--- src/rtl/seq_pkg.sv ---
// Shared types for the program sequencer: branch condition codes, FSM states, ALU flag bundle.
package seq_pkg;

    localparam int unsigned COND_W = 3;

    typedef enum logic [COND_W-1:0] {
        COND_ALW  = 3'd0,
        COND_Z    = 3'd1,
        COND_NZ   = 3'd2,
        COND_PAR  = 3'd3,
        COND_SCO  = 3'd4,
        COND_RSV5 = 3'd5,
        COND_RSV6 = 3'd6,
        COND_RSV7 = 3'd7
    } cond_t;

    typedef enum logic [1:0] {
        ST_RUN    = 2'd0,
        ST_HALTED = 2'd1,
        ST_FAULT  = 2'd2
    } state_t;

    typedef struct packed {
        logic zero;
        logic par;
        logic sco;
    } flags_t;

    // Reserved condition codes are never taken.
    function automatic logic cond_true(input cond_t c, input flags_t f);
        logic taken;
        taken = 1'b0;
        case (c)
            COND_ALW: taken = 1'b1;
            COND_Z:   taken = f.zero;
            COND_NZ:  taken = ~f.zero;
            COND_PAR: taken = f.par;
            COND_SCO: taken = f.sco;
            default:  taken = 1'b0;
        endcase
        return taken;
    endfunction

endpackage

--- src/rtl/ret_stack.sv ---
// Return-address stack: LIFO of PC values with full/empty status.
// Push on full and pop on empty are ignored; the caller turns them into a fault.
module ret_stack #(
    parameter int unsigned PC_W      = 6,
    parameter int unsigned RAS_DEPTH = 4
) (
    input  logic            i_clk,
    input  logic            i_rst_n,
    input  logic            i_push,
    input  logic            i_pop,
    input  logic [PC_W-1:0] i_data,
    output logic [PC_W-1:0] o_top_c,
    output logic            o_full_c,
    output logic            o_empty_c
);

    localparam int unsigned CNT_W = $clog2(RAS_DEPTH + 1);
    localparam int unsigned IDX_W = (RAS_DEPTH > 1) ? $clog2(RAS_DEPTH) : 1;

    logic [PC_W-1:0]  r_mem [RAS_DEPTH];
    logic [CNT_W-1:0] r_ptr;
    logic [CNT_W-1:0] w_top_idx;
    logic             w_do_push;
    logic             w_do_pop;

    assign o_full_c  = (r_ptr == CNT_W'(RAS_DEPTH));
    assign o_empty_c = (r_ptr == '0);
    assign w_do_push = i_push && !o_full_c;
    assign w_do_pop  = i_pop && !o_empty_c;
    assign w_top_idx = r_ptr - CNT_W'(1);
    assign o_top_c   = r_mem[IDX_W'(w_top_idx)];

    // Occupancy pointer; push takes priority if both are ever requested.
    always_ff @(posedge i_clk) begin
        if (!i_rst_n) begin
            r_ptr <= '0;
        end else if (w_do_push) begin
            r_ptr <= r_ptr + CNT_W'(1);
        end else if (w_do_pop) begin
            r_ptr <= w_top_idx;
        end
    end

    // Entry storage needs no reset: only slots below r_ptr are ever read.
    always_ff @(posedge i_clk) begin
        if (w_do_push) begin
            r_mem[IDX_W'(r_ptr)] <= i_data;
        end
    end

endmodule

--- src/rtl/prog_sequencer.sv ---
// Fetch-side control: PC, programmable jump table, latched ALU flags and return-address stack,
// with a RUN/HALTED/FAULT state machine.
module prog_sequencer
    import seq_pkg::*;
#(
    parameter int unsigned PC_W      = 6,
    parameter int unsigned JPTR_W    = 2,
    parameter int unsigned RAS_DEPTH = 4
) (
    input  logic              Clk,
    input  logic              Reset,
    input  logic              Stall,
    input  logic              Halt,
    input  logic              Jen,
    input  logic [COND_W-1:0] Cond,
    input  logic [JPTR_W-1:0] Jptr,
    input  logic              Call,
    input  logic              Ret,
    input  logic              FlagWen,
    input  logic              Zero,
    input  logic              Par,
    input  logic              SCo,
    input  logic              LutWen,
    input  logic [JPTR_W-1:0] LutAddr,
    input  logic [PC_W-1:0]   LutDat,
    output logic [PC_W-1:0]   PC,
    output logic              Done,
    output logic              Fault
);

    localparam int unsigned LUT_DEPTH = 2 ** JPTR_W;

    logic [PC_W-1:0] r_lut [LUT_DEPTH];

    state_t          r_state;
    state_t          w_state_nxt;
    logic [PC_W-1:0] r_pc;
    logic [PC_W-1:0] w_pc_nxt;
    flags_t          r_flags;
    flags_t          w_flags_nxt;
    logic            r_done;
    logic            r_fault;
    logic            w_done_nxt;
    logic            w_fault_nxt;

    logic            w_push;
    logic            w_pop;
    logic [PC_W-1:0] w_ras_top;
    logic            w_ras_full;
    logic            w_ras_empty;

    logic [PC_W-1:0] w_target;
    logic [PC_W-1:0] w_pc_inc;
    logic            w_cond_ok;

    // Target read uses the pre-write table contents (read-before-write).
    assign w_target  = r_lut[Jptr];
    assign w_pc_inc  = r_pc + PC_W'(1);
    assign w_cond_ok = cond_true(cond_t'(Cond), r_flags);

    ret_stack #(
        .PC_W      (PC_W),
        .RAS_DEPTH (RAS_DEPTH)
    ) u_ret_stack (
        .i_clk     (Clk),
        .i_rst_n   (Reset),
        .i_push    (w_push),
        .i_pop     (w_pop),
        .i_data    (w_pc_inc),
        .o_top_c   (w_ras_top),
        .o_full_c  (w_ras_full),
        .o_empty_c (w_ras_empty)
    );

    // Next-state / next-PC: Halt > Stall > Ret > Call > taken branch > PC+1.
    always_comb begin
        w_state_nxt = r_state;
        w_pc_nxt    = r_pc;
        w_flags_nxt = r_flags;
        w_push      = 1'b0;
        w_pop       = 1'b0;

        case (r_state)
            ST_RUN: begin
                if (FlagWen && !Stall) begin
                    w_flags_nxt = {Zero, Par, SCo};
                end
                if (Halt) begin
                    w_state_nxt = ST_HALTED;
                end else if (!Stall) begin
                    if (Ret) begin
                        if (w_ras_empty) begin
                            w_state_nxt = ST_FAULT;
                        end else begin
                            w_pop    = 1'b1;
                            w_pc_nxt = w_ras_top;
                        end
                    end else if (Call) begin
                        if (w_ras_full) begin
                            w_state_nxt = ST_FAULT;
                        end else begin
                            w_push   = 1'b1;
                            w_pc_nxt = w_target;
                        end
                    end else if (Jen && w_cond_ok) begin
                        w_pc_nxt = w_target;
                    end else begin
                        w_pc_nxt = w_pc_inc;
                    end
                end
            end
            default: begin
                w_state_nxt = r_state;
            end
        endcase

        w_done_nxt  = (w_state_nxt == ST_HALTED);
        w_fault_nxt = (w_state_nxt == ST_FAULT);
    end

    always_ff @(posedge Clk) begin
        if (!Reset) begin
            r_state <= ST_RUN;
            r_pc    <= '0;
            r_flags <= '0;
            r_done  <= 1'b0;
            r_fault <= 1'b0;
        end else begin
            r_state <= w_state_nxt;
            r_pc    <= w_pc_nxt;
            r_flags <= w_flags_nxt;
            r_done  <= w_done_nxt;
            r_fault <= w_fault_nxt;
        end
    end

    // Jump table writes proceed regardless of stall.
    always_ff @(posedge Clk) begin
        if (!Reset) begin
            for (int i = 0; i < int'(LUT_DEPTH); i++) begin
                r_lut[i] <= '0;
            end
        end else if (LutWen) begin
            r_lut[LutAddr] <= LutDat;
        end
    end

    assign PC    = r_pc;
    assign Done  = r_done;
    assign Fault = r_fault;

endmodule
--- config.mk ---
export PLATFORM = sky130hd
export DESIGN_NAME = prog_sequencer
export DESIGN_NICKNAME = d
export VERILOG_FILES = /design/src/rtl/seq_pkg.sv /design/src/rtl/ret_stack.sv /design/src/rtl/prog_sequencer.sv
export SDC_FILE = /design/constraint.sdc
export NUM_CORES = 1
export LEC_CHECK = 0
export BUFFER_PORTS_ARGS = -buffer_cell sky130_fd_sc_hd__buf_2
export CORE_ASPECT_RATIO = 1.4
export CORE_MARGIN = 2
export CORE_UTILIZATION = 62
export DETAILED_ROUTE_END_ITERATION = 16
export PLACE_DENSITY = 0.93
export SLEW_MARGIN = 5
export SYNTH_ARGS = -nofsm -noshare
export SYNTH_HDL_FRONTEND = slang
export SYNTH_SLANG_ARGS = --single-unit
--- constraint.sdc ---
create_clock -name Clk -period 4.83 [get_ports Clk]
set_input_delay 0.483 -clock Clk [delete_from_list [all_inputs] [get_ports Clk]]
set_output_delay 0.483 -clock Clk [all_outputs]
set_load 0.05 [all_outputs]
==> flow_summary.ini <==
[power]
sw_frac_of_total = 0.226
clockPowerShare = 0.375
combPwrFrac = 0.082
seq_power_share = 0.543
peakVddDrop_uv = 261
p_sw_mw = 0.259
finalPower_mw = 1.15
p_int_mw = 0.888
cellPowerDensity_mw_per_mm2 = 345
leakage_nw = 1.22

[critical_path]
slowest_delay_ns = 0.68
crit_type = reg2reg
r2r_end = u_ret_stack.r_mem[0][2]
endpoint_kind = flop
cp_slowest_cell = nor3_1
crit_path_start_kind = flop
cp_data_arrival_time_ns = 2.31
crit_fanout = 10
ff2ff_path_depth = 4
required_ns = 4.81
rr_startpoint = u_ret_stack.r_ptr[0]
worstPathCellList = inv_1 > ha_1 > or2b_2 > nor3_1
ff2ff_setup_slack_ns = 2.49

[synthesis]
ys_seq_area_frac = 0.599
netlist_instances = 209
synth_edf_count = 48
yosys_warnings = 0
async_reset_ff_frac = 0
syn_nets = 240
ys_ff_latch = 64
syn_avg_cell_area_um2 = 14.1
synthDistinctLibCells = 41
synth_area_mm2 = 0.00294
ys.flop_type = edfxtp_1

[placed_design]
dpl_cell_area_mm2 = 0.00315
gp_congestion = 0.854
place_hpwl_um = 4090
placed_cells = 296
io_buffer_count = 32
post-place-ws_ns = 2.50

[sta]
rsz0062_at_grt = no
final.setup.worst_slack_ns = 2.49
fin_worst_skew_ns = 0.00975
finalCritPeriodShare = 0.484
maxSlewViolCount = 0
fmax_mhz = 428
layout_min_cycle_time_ns = 2.34
setup_viol = 0
hold_viol = 0
tightest_slew_ns = 0.898
slew_headroom = 0.396
fin_setup_tns_ns = 0

[final_layout]
fin_cells = 312
fin_area_mm2 = 0.00333
drive_gt1_frac = 0.272
layout_common_cells = edfxtp_1, buf_2, and2_1
n_antenna_cell = 0
nFillCells = 305
layout_commonest_cell = edfxtp_1
nets = 276
syn2layout_area_growth_pct = 13.3

[cts]
cts_hold_buffers = 0
clockBufferDepth = 2
cts_resized = 0
cts.clk_slew.worst_paths_ns = 0.06
cts_tree = yes
cts_setup_buffers = 0
htreeDepth = 3
clkSinkCount = 64
clock_latency_ns = 0.35
cts_buffers = 9
root_buffer = clkbuf_8

[floorplan]
dieArea_mm2 = 0.00532
core_mm2 = 0.00454
fp.dieW_um = 62.2
start_util = 0.648
placementRows = 29
die_h_um = 85.5
ioPinCount = 33

[route]
antenna_left = 0
via_count = 1802
drt_iter0_drc = 193
via_per_inst = 5.78
wl_per_cell_um = 17.7
dr.pass1.iters = 4
drt-total-wl_um = 5540
remaining_drc_errors = 0

[global_routing]
grt_use_total = 0.235
grt_pass1_wl_um = 9110
grt_overflow = 0
antenna_found_initial = 0
grt_max_degree = 23
grt_pass1_vias = 1870

[worst_hold_path]
hold_end = r_flags[0]
hold_class = in2reg
hp-start = SCo
worstHoldPathCells = 3

[outcome]
status = complete, no violations

[run]
maxCapViolCount = 0
==> final cells by class <==
type,instances,area (um^2),area share
repair buffers,32,160,0.0481
flip-flops and latches,64,1760,0.529
clock buffers,12,135,0.0406
multi-input cells,134,1130,0.340
inverters,4,15.0,0.00451
well taps,62,77.6,0.0233
clock inverters,4,46.3,0.0139
==> worst max-delay path, delay by kind of cell (launching register included) <==
| kind | cells | cell delay (ns) |
|---|---|---|
| fa+ha+maj | 1 | 0.28 |
| buf+inv | 1 | 0.19 |
| flops | 1 | 0.48 |
| simple gates | 2 | 1.02 |
==> metal layers <==
| metal | track usage | routed length [um] |
|---|---|---|
| met1 | 0.254 | 2020 |
| met3 | 0.0557 | 295 |
| met2 | 0.416 | 3070 |
| met4 | 0.147 | 148 |
| met5 | 0 | 0 |
==> logic make-up after synthesis <==
kind of cell / share of synthesized area
xor+xnor: 0.0179
fa+ha+maj: 0.0255
buf+inv: 0.0149
simple gates: 0.159
flops: 0.599
compound gates: 0.0600
mux: 0.123
==> synthesized netlist by cell type (all sizes together) (2+ instances only) <==
| cell | number | area, um^2 |
|---|---|---|
| and2 | 24 | 154 |
| mux2i | 8 | 80.1 |
| nor2b | 6 | 37.5 |
| buf | 2 | 10.0 |
| a21boi | 2 | 15.0 |
| a211oi | 2 | 27.5 |
| dfxtp | 16 | 320 |
| edfxtp | 48 | 1440 |
| o311ai | 2 | 17.5 |
| clkbuf | 5 | 18.8 |
| inv | 4 | 15.0 |
| o21a | 2 | 15.0 |
| nor3 | 7 | 35.0 |
| nand3 | 3 | 15.0 |
| a32oi | 3 | 26.3 |
| xnor2 | 5 | 43.8 |
| nand2b | 4 | 25.0 |
| a21oi | 2 | 10.0 |
| mux4 | 12 | 270 |
| nand2 | 9 | 33.8 |
| o21ai | 9 | 45.0 |
| or2 | 2 | 12.5 |
| nor2 | 3 | 11.3 |
| ha | 6 | 75.1 |
| nor3b | 4 | 30.0 |
| and3 | 8 | 51.3 |
| or2b | 2 | 17.5 |
==> flip-flops by register name, summed over array words and instances, names as in the netlist <==
signal,count
PC,6
Done,1
u_ret_stack.r_ptr,3
Fault,1
r_lut,24
r_flags,3
r_state,2
u_ret_stack.r_mem,24
==> metrics by stage <==
| step | hold slack, ns | utilization |
|---|---|---|
| after floorplan | 0.473 | - |
| after global placement | 0.488 | 0.694 |
| after detailed placement | 0.502 | 0.694 |
| after CTS | 0.396 | 0.734 |
| after global routing | 0.419 | 0.734 |
| final | 0.403 | 0.734 |
==> worst max-delay path by stage <==
stage                               startpoint                       to  cells past startpoint
after floorplan           u_ret_stack.r_ptr[0]  u_ret_stack.r_mem[0][0]                      5
after global placement    u_ret_stack.r_ptr[0]  u_ret_stack.r_mem[0][4]                      4
after detailed placement  u_ret_stack.r_ptr[0]  u_ret_stack.r_mem[0][2]                      4
after CTS                 u_ret_stack.r_ptr[0]  u_ret_stack.r_mem[0][3]                      4
after global routing      u_ret_stack.r_ptr[0]  u_ret_stack.r_mem[0][3]                      4
final                     u_ret_stack.r_ptr[0]  u_ret_stack.r_mem[0][2]                      4
==> power by group through the flow <==
stage | registers (mW) | clock network (mW) | logic, mW
final | 0.623 | 0.430 | 0.0946
after detailed placement | 0.635 | 0 | 0.0936
after global routing | 0.625 | 0.455 | 0.103
after floorplan | 0.639 | 0 | 0.0554
after global placement | 0.633 | 0 | 0.0904
after CTS | 0.623 | 0.435 | 0.0945
Power figures use the tool's default switching activity.
